<file path="src/rtl/sync_fifo_param.sv">
// Parametrised single-clock FIFO with fill level, almost-full/empty thresholds and sticky errors.
// Define FIFO_FWFT_EN for first-word fall-through reads; otherwise reads are registered (latency 1).
module sync_fifo_param #(
    parameter int WIDTH    = 32,
    parameter int DEPTH    = 8,
    parameter int AF_LEVEL = DEPTH - 2,
    parameter int AE_LEVEL = 2
) (
    input  logic                   clk,
    input  logic                   reset,
    input  logic                   en,
    input  logic                   wr,
    input  logic [WIDTH-1:0]       data_in,
    input  logic                   rd,
    output logic [WIDTH-1:0]       data_out,
    output logic                   full,
    output logic                   empty,
    output logic                   almost_full,
    output logic                   almost_empty,
    output logic [$clog2(DEPTH):0] level,
    output logic                   overflow,
    output logic                   underflow
);

    localparam int PW = $clog2(DEPTH);
    localparam int LW = PW + 1;

    logic [WIDTH-1:0] mem [DEPTH];
    logic [PW-1:0]    wr_ptr_q, wr_ptr_d;
    logic [PW-1:0]    rd_ptr_q, rd_ptr_d;
    logic [LW-1:0]    level_q, level_d;
    logic             overflow_q, overflow_d;
    logic             underflow_q, underflow_d;
    logic             wr_acc, rd_acc;

    assign full         = (level_q == LW'(DEPTH));
    assign empty        = (level_q == '0);
    assign almost_full  = (level_q >= LW'(AF_LEVEL));
    assign almost_empty = (level_q <= LW'(AE_LEVEL));
    assign level        = level_q;
    assign overflow     = overflow_q;
    assign underflow    = underflow_q;

    // A pop frees a slot in the same cycle, so a write into a full FIFO succeeds alongside a read.
    always_comb begin
        rd_acc      = en & rd & ~empty;
        wr_acc      = en & wr & (~full | rd_acc);
        wr_ptr_d    = wr_acc ? wr_ptr_q + PW'(1) : wr_ptr_q;
        rd_ptr_d    = rd_acc ? rd_ptr_q + PW'(1) : rd_ptr_q;
        level_d     = level_q;
        case ({wr_acc, rd_acc})
            2'b10:   level_d = level_q + LW'(1);
            2'b01:   level_d = level_q - LW'(1);
            default: level_d = level_q;
        endcase
        overflow_d  = overflow_q  | (en & wr & ~wr_acc);
        underflow_d = underflow_q | (en & rd & ~rd_acc);
    end

    always_ff @(posedge clk) begin
        if (reset) begin
            wr_ptr_q    <= '0;
            rd_ptr_q    <= '0;
            level_q     <= '0;
            overflow_q  <= 1'b0;
            underflow_q <= 1'b0;
        end else begin
            wr_ptr_q    <= wr_ptr_d;
            rd_ptr_q    <= rd_ptr_d;
            level_q     <= level_d;
            overflow_q  <= overflow_d;
            underflow_q <= underflow_d;
        end
    end

    // Storage is never cleared; reset only discards contents by zeroing the pointers.
    always_ff @(posedge clk) begin
        if (!reset && wr_acc) begin
            mem[wr_ptr_q] <= data_in;
        end
    end

`ifdef FIFO_FWFT_EN
    // Head word is shown directly; forced to zero while empty so reset leaves data_out at 0.
    assign data_out = empty ? '0 : mem[rd_ptr_q];
`else
    logic [WIDTH-1:0] data_out_q, data_out_d;

    always_comb begin
        data_out_d = data_out_q;
        if (rd_acc) begin
            data_out_d = mem[rd_ptr_q];
        end
    end

    always_ff @(posedge clk) begin
        if (reset) begin
            data_out_q <= '0;
        end else begin
            data_out_q <= data_out_d;
        end
    end

    assign data_out = data_out_q;
`endif

endmodule

</file>
<file path="config.mk">
export PLATFORM = sky130hd
export DESIGN_NAME = sync_fifo_param
export DESIGN_NICKNAME = d
export VERILOG_FILES = /design/src/rtl/sync_fifo_param.sv
export SDC_FILE = /design/constraint.sdc
export NUM_CORES = 1
export LEC_CHECK = 0
export CAP_MARGIN = 20
export CORE_MARGIN = 3
export CORE_UTILIZATION = 63
export DETAILED_ROUTE_END_ITERATION = 10
export GPL_TIMING_DRIVEN = 1
export PLACE_DENSITY = 0.82
export SKIP_LAST_GASP = 1
export SLEW_MARGIN = 15
export SYNTH_ARGS = -nofsm -noshare
export SYNTH_HDL_FRONTEND = slang
export SYNTH_SLANG_ARGS = --single-unit
</file>
<file path="constraint.sdc">
create_clock -name clk -period 10.25 [get_ports clk]
set_clock_uncertainty 0.15 [all_clocks]
set_input_delay 2.05 -clock clk [delete_from_list [all_inputs] [get_ports clk]]
set_output_delay 2.05 -clock clk [all_outputs]
set_load 0.02 [all_outputs]
</file>
# Word level (Yosys, flattened, before mapping)

Memories as Yosys holds them, arrays and structs flattened. A register that Yosys moved wholly into a read port is not among the register bits.
Index checks and enable logic that the tools add are counted.

Input bits: 37
Output and inout bits: 42
RAM bits: 256
ROM bits: 0
Flip-flop bits (word level): 12
Latch bits: 0
Memories: 1

Shift-type cells: 0
$lt $le $gt $ge: 2
Equality and inequality tests: 3
Add/sub/neg operators: 4
Bitwise gates (word level): 13
Div/mod/pow operators: 0
Mux-type cells: 3
Reduce and logical (&&, ||, !) cells: 4
Multiply operators: 0

Memories:

| name | words | bits a word | rd ports | clocked after memory_dff | wr ports | RTL line | text |
|---|---|---|---|---|---|---|---|
| mem  | 8     | 32          | 1        | 1                        | 1        | 28       | `logic [WIDTH-1:0] mem [DEPTH];` |

Operator list:

| operator                                                          | count |
|---|---|
| case mux 4 bit (2 select lines)                                   | 1 |
| adder 3 x 1 -> 3 bit, second input constant                       | 2 |
| bitwise AND 1 bit                                                 | 6 |
| adder 4 x 1 -> 4 bit, second input constant                       | 1 |
| equality test 4 bit, second input constant                        | 1 |
| greater-or-equal comparator 4 x 3 -> 1 bit, second input constant | 1 |
| <= comparator 4 x 2 -> 1 bit, second input constant               | 1 |
| logical NOT 4 bit                                                 | 1 |
| NOT 1 bit                                                         | 4 |
| subtractor 4 x 1 -> 4 bit, second input constant                  | 1 |
| bitwise OR 1 bit                                                  | 3 |
| equality test 2 x 1 -> 1 bit, second input constant               | 1 |
| equality test 2 bit, second input constant                        | 1 |
| 2-to-1 mux 1 bit                                                  | 2 |
| nonzero test 2 bit                                                | 1 |
| logical AND 1 bit                                                 | 1 |
| logical NOT 1 bit                                                 | 1 |

# Longest topological paths before layout

Gate-level depths: netlist (run 1).

Depth in word-level cells: 8
Mapped depth: 11

# Worst setup path before layout (run 1)

OpenSTA, ideal clock, no wires.

Kind: input to register
From: in rd
To: mem mem[0][0] (enable)
Setup time: 0.513 ns
Cell stages on the path: 3
Buffers on the path: 1
Setup slack: 3.766 ns
Arrival time: 5.821 ns
Data required time: 9.587 ns
Cell sequence: clkbuf_1 -> o21bai_2 -> nor4b_1

Word-level cells in the longest chain between the ends: 7

RTL lines:

| what                                   | RTL line | text |
|---|---|---|
| start, declared                        | 14       | `input logic rd,` |
| bitwise AND 1 bit (2 in series)        | 46       | `rd_acc = en & rd & ~empty;` |
| bitwise OR 1 bit                       | 47       | `wr_acc = en & wr & (~full \| rd_acc);` |
| bitwise AND 1 bit                      | 47       |  |
| logical AND 1 bit                      | 78       | `if (!reset && wr_acc) begin` |
| 2-to-1 mux 1 bit                       | 78       |  |
| 2-to-1 mux 1 bit (not written as such) | 79       | `mem[wr_ptr_q] <= data_in;` |
| end, declared                          | 28       |  |

Every way passes these cells.

# Worst setup path in the final report (run 1)

From: in rd
To: reg level_q[3], in the netlist level[3]

Word-level cells in the longest chain between the ends: 6

RTL lines:

| what                                                                  | RTL line | text |
|---|---|---|
| bitwise AND 1 bit (*) (2 in series)                                   | 46       |  |
| bitwise OR 1 bit                                                      | 47       |  |
| bitwise AND 1 bit                                                     | 47       |  |
| equality test 2 x 1 -> 1 bit or equality test 2 bit (tied branches)   | 51       | `case ({wr_acc, rd_acc})` |
| case mux 4 bit (2 select lines) or nonzero test 2 bit (tied branches) | n/a      |  |
| end signal, assigned                                                  | 70       | `level_q <= level_d;` |
| end, declared                                                         | 31       | `logic [LW-1:0] level_q, level_d;` |

Mark *: on every way between the ends. The rest lies on a longest branch, timed or not.
A chain may end at the register's enable or synchronous reset.

==> summary.txt, run 1 <==
Clock Power Share: 39.1%
CTS resizes: 0
routed len/inst: 24.2 µm
Async SR Flop Fraction: 0%
Final period util: 45.4%
post-cts hold buffer count: 0
Crit path arrival time: 4.88 ns
Routed Wire Length: 21900 µm
initial antenna violation count: 1
Worst Setup End Kind: flip-flop
Post-synth EDFFs: 256
VDD IR-drop max: 0.158 mV
Yosys reg bits: 300
Power Total: 2.53 mW
Mean Syn Cell Area: 19.9 µm²
Fin Hold WS: 0.319 ns
Design Area, Final: 13300 µm²
placed cells: 848
Multi-input gate area: 2660 µm²
CP Launch Type: input pin
CTS tree: built
Core ar.: 17500 µm²
Leak Pwr: 4.11 nW
Post-DP Area: 12400 µm²
Area contributors post-synth: edfxtp_1 68%, mux4_2 13%, dfxtp_1 7.8%
Final min period: 4.65 ns
Mapped Cells: 570
largest net degree at the start of global routing: 69
H-tree Lvls: 1
DPL Wire Length: 11500 µm
PortBufs: 78
P per Cell Area: 189 nW/µm²
Final Hold Vio Count: 0
cell with the most instances after synthesis: edfxtp_1
status: complete, no violations
Final ANT Viol Nets: 0
Synth Net Count: 612
Post-CTS Setup Repair Bufs: 0
Final Non-Filler Cells: 904
Die X-Extent: 140 µm
Switching Power: 0.530 mW
FP Rows: 48
Yosys top cell by area: edfxtp_1
Worst slew margin: 30.6%
FF+latch area: 8570 µm²
grt ovf: 0
area grow syn2layout: 17.6%
unrepaired setup endpoints after global routing: no
maximum fanout along the worst path: 68
clock root cell: clkbuf_16
vias per cell: 6.31
Final Max Slew Viols: 0
critical setup path kind: in2reg
clk slew on worst S/H paths: 0.06 ns
vias: 5706
top cell types by occurrence after synthesis: 256 x edfxtp_1, 64 x mux4_2, 44 x dfxtp_1
gr usage total: 22.8%
Die H: 140 µm
Layout fillers: 940
sequential share of power: 53.8%
Initial Util: 64.9%
hold crit path type: reg2reg
Fmax: 215 MHz
Top-Level Pins: 79
vias in the first global route: 5962
Die Area: 19700 µm²
# DRC: 0
detailed router's first-iteration violation count: 404
# setup viols final: 0
total negative setup slack: 0 ns
count of cell types in the netlist: 41
ant diodes: 0
total internal power: 2.00 mW
CTS Sinks: 300
Ys Warns: 0
nets@finish: 699
Sw Share: 21.0%
Clock Path Buffers: 3
global-route wire length before repair: 34400 µm
Synth top area share: 67.7%
transition time at the pin with the least slew margin: 1.04 ns
CTS Buf Count: 29
layout cells sized above 1: 20.2%
Post-synth top flop: edfxtp_1
max-cap viol count: 0
post-synthesis cell area: 11300 µm²
drt pass-1 iters: 5
post-synthesis sequential area ratio: 75.5%
Worst-Skew Late Latency: 0.54 ns
Req. time, crit path: 10.48 ns
Logic pwr share: 7.1%
routability cong.: 0.798
==> cells in the final DEF, fill, tap and decap left out, types with 2 or more instances in the layout <==
cell type / synthesis / routed
ha_1: 4 / 4
nand2_1: 7 / 7
inv_1: 5 / 5
clkinv_2: 0 / 5
mux4_2: 64 / 64
nor3_1: 7 / 4
xnor2_1: 2 / 2
inv_2: 2 / 2
o21ai_1: 2 / 2
mux2i_1: 34 / 34
edfxtp_1: 256 / 256
buf_16: 0 / 2
a311oi_1: 2 / 2
nor2_4: 0 / 3
clkbuf_8: 0 / 6
dfxtp_1: 44 / 41
nand3_1: 3 / 3
a211oi_1: 34 / 34
xor2_1: 3 / 3
o2111ai_1: 2 / 2
nor3_2: 0 / 3
o211ai_1: 2 / 2
nor2_1: 43 / 40
dfxtp_2: 0 / 2
clkdlybuf4s50_1: 0 / 77
clkbuf_16: 0 / 29
a21oi_1: 3 / 3
clkbuf_1: 20 / 10
buf_4: 0 / 8
==> layer usage <==
metal	GRT usage (%)	vias to the layer above	share of wire [%]
met2	37.6	211	51
met1	32.1	2952	40
li1	-	2494	-
met4	7.14	2	2.3
met3	3.79	47	6.2
met5	0	-	0.059
==> cell type report <==
type / count / share of cell area (%)
clock buffer: 45 / 6.34
clock inverter: 8 / 0.394
inverter: 7 / 0.197
multi-input combinational: 230 / 19.9
sequential: 300 / 64.2
tap: 225 / 2.11
timing repair buffer: 89 / 6.82
==> worst paths after layout <==
kind / start / end / slack, ns / cells past startpoint
hold / removal: underflow / underflow / 0.32 / 2
hold reg to reg: underflow / underflow / 0.32 / 2
setup / recovery: rd / level[3] / 5.60 / 10
setup reg to reg: level[0] / level[3] / 7.24 / 9
==> metrics by stage <==
step | util [%] | setup slack (ns)
floorplan | - | 3.77
finish | 76.4 | 5.60
CTS | 76.0 | 5.68
global placement | 70.8 | 5.32
detailed placement | 70.8 | 5.12
global route | 76.4 | 5.43
==> sequential cells by signal, indices dropped and copies added, names as in the netlist <==
| register | count |
|---|---|
| mem | 256 |
| data_out | 32 |
| level | 4 |
| rd_ptr_q | 3 |
| wr_ptr_q | 3 |
| overflow | 1 |
| underflow | 1 |
==> power groups by stage <==
| stage | Clock [mW] | Combinational, mW | Sequential, mW |
|---|---|---|---|
| global placement | 0 | 0.170 | 1.38 |
| floorplan | 0 | 0.0941 | 1.39 |
| finish | 0.988 | 0.180 | 1.36 |
| CTS | 1.01 | 0.180 | 1.36 |
| global route | 1.05 | 0.196 | 1.36 |
| detailed placement | 0 | 0.178 | 1.38 |
==> critical path, cell delays in order <==
cell,delay (ns)
clkdlybuf4s50_1,0.62
and2_0,0.24
and2_4,0.68
nand2_4,0.11
inv_2,0.13
ha_1,0.28
a21oi_1,0.20
and2_1,0.21
mux2i_1,0.24
a311oi_1,0.11
==> logic make-up after synthesis <==
kind of cell	count (synthesis)	synth area share (%)
flip-flops	300	75.5
multiplexers	98	15.7
AND/OR/NAND/NOR	72	2.94
AO/OA/AOI/OAI	50	3.33
buffers and inverters	40	1.51
XOR/XNOR	5	0.386
adder cells (fa/ha/maj)	5	0.618
Power figures use the tool's default switching activity.
==> run 2, diff against run 1 <==
Settings changed: CORE_UTILIZATION 63 to 53, PLACE_DENSITY 0.82 to 0.73.
Clock period 10.25 ns to 4.23 ns, I/O delays scaled along.
==> summary.txt, run 2 (synthesized netlist as in run 1, its figures left out) <==
CTS tree: built
hold crit path type: reg2reg
Top Metal Used: met4
Final min period: 3.34 ns
critical path depth: 3 (-7)
Initial Util: 55.0% (-9.9 points)
CTS resizes: 0 (unchanged)
detailed router's first-iteration violation count: 421 (+4.2%)
post-cts hold buffer count: 0 (unchanged)
commonest non-fill, non-tap cell in the layout: edfxtp_1
gr usage total: 18.9% (-4.0 points)
metal2 WL: 11300 µm (+0.70%)
CTS Buf Count: 30 (+3.4%)
Top-Level Pins: 79 (unchanged)
transition time at the pin with the least slew margin: 0.880 ns (-0.159 ns)
# setup viols final: 0 (unchanged)
CP Launch Type: flip-flop
Worst Hold Depth: 1 (-1)
Worst slew margin: 41.3% (+11 points)
H-tree Lvls: 1 (unchanged)
Multi-input gate area: 2680 µm² (+0.66%)
status: complete, no violations
Core Util, Final: 65.8% (-11 points)
P per Cell Area: 476 nW/µm² (+150%)
largest net degree at the start of global routing: 68 (-1.4%)
Worst Setup Slack post-DPL: 0.935 ns (-4.19 ns)
initial antenna violation count: 0 (-1)
DRT met1 WL: 8830 µm (+0.50%)
unrepaired setup endpoints after global routing: no
grt ovf: 0 (unchanged)
critical setup path kind: reg2out
Final Hold Vio Count: 0 (unchanged)
commonest non-fill, non-tap cells in the layout: 256 x edfxtp_1, 77 x clkdlybuf4s50_1, 64 x mux4_2
CTS Sinks: 300 (unchanged)
Crit path arrival time: 2.34 ns (-2.54 ns)
# DRC: 0 (unchanged)
ant diodes: 0 (unchanged)
Die Area: 23200 µm² (+18%)
VDD IR-drop max: 0.380 mV (+140%)
FP Rows: 52 (+8.3%)
Die H: 152 µm (+8.6%)
maximum fanout along the worst path: 9 (-87%)
slowest CP cell: or4b_1
Final Max Slew Viols: 0 (unchanged)
Routed Wire Length: 21700 µm (-0.74%)
layout cells sized above 1: 21.6% (+1.4 points)
Final ANT Viol Nets: 0 (unchanged)
Crit path max-delay family: buffers and inverters
crit-path cells: or4b_1 > inv_2 > clkdlybuf4s50_1
vias per cell: 5.86 (-7.2%)
max-cap viol count: 0 (unchanged)
vias: 5618 (-1.5%)
Fin Hold WS: 0.330 ns (+0.0114 ns)
routed len/inst: 22.6 µm (-6.4%)
area grow syn2layout: 19.6%
max FFs per register: 256 (unchanged)
Crit path buffers/inverters: 2 (unchanged)
drt pass-1 iters: 5 (unchanged)
Clock Path Buffers: 3 (unchanged)
DPL Wire Length: 12400 µm (+7.6%)
Leak Pwr: 4.20 nW (+2.3%)
Layout fillers: 1347 (+43%)
Req. time, crit path: 3.23 ns (-7.25 ns)
clk slew on worst S/H paths: 0.07 ns (about the same)
clock root cell: clkbuf_16
Final WS setup: 0.892 ns (-4.71 ns)
Fmax: 300 MHz
slowest cell delay on critical path: 0.68 ns (about the same)
global-route wire length before repair: 34600 µm (+0.70%)
vias in the first global route: 6030 (+1.1%)
Die X-Extent: 152 µm (+8.6%)
Final period util: 78.9%
Post-CTS Setup Repair Bufs: 0 (unchanged)
routability cong.: 0.780 (-2.2%)
nets@finish: 707 (+1.1%)
R2R depth: 4 (-5)
WL met3: 1210 µm (-10%)
Biggest register: mem
FF+latch area: 8570 µm² (unchanged)
Worst-Skew Late Latency: 0.55 ns (about the same)
Worst Setup End Kind: primary output
Core ar.: 20600 µm² (+18%)
PortBufs: 78 (unchanged)
total negative setup slack: 0 ns (unchanged)
-- run 2: cell types whose count changed in the layout (fill, tap and decap cells not counted), sizes merged --
cell,change
clkbuf,-12
clkinv,+7
bufinv,+6
buf,+7
clkinvlp,+1
inv,+1
-- run 2: power breakdown --
group / internal [mW] / switching [mW] / leakage, nW
Sequential: 3.26 / 0.0430 / 2.67
Combinational: 0.211 / 0.219 / 1.03
Clock: 1.67 / 1.06 / 0.507
-- run 2: area by class of cell --
type / instances / share of cell area [%]
multi-input combinational: 230 / 19.7
inverter: 7 / 0.194
clock inverter: 23 / 2.05
timing repair buffer: 96 / 6.80
tap: 270 / 2.49
clock buffer: 33 / 5.61
sequential: 300 / 63.2
-- run 2: worst paths after layout --
check	slack, ns	start	to
max reg2reg	1.52	level[0]	mem[6][30]
min	0.33	overflow	overflow
min reg2reg	0.33	overflow	overflow
max	0.89	level[0]	full
-- run 2: per-layer routing --
| layer | track usage, % | vias up |
|---|---|---|
| met5 | 0 | - |
| met4 | 4.49 | 0 |
| met3 | 3.01 | 31 |
| met2 | 32.5 | 186 |
| met1 | 25.7 | 2888 |
| li1 | - | 2513 |
-- run 2: worst reg2reg max path, cell delays in order (launching register included) --
cell and delay (ns):
dfxtp_1 0.41, or4b_1 0.68, o2111ai_1 0.77, nor2_4 0.07, buf_4 0.32
-- run 2: stage by stage --
stage	cells	cell area (µm²)	power, mW
CTS	959	13600	6.52
detailed placement	903	12500	3.79
floorplan	570	11400	3.61
global route	959	13600	6.69
global placement	903	12500	3.78
finish	959	13600	6.46
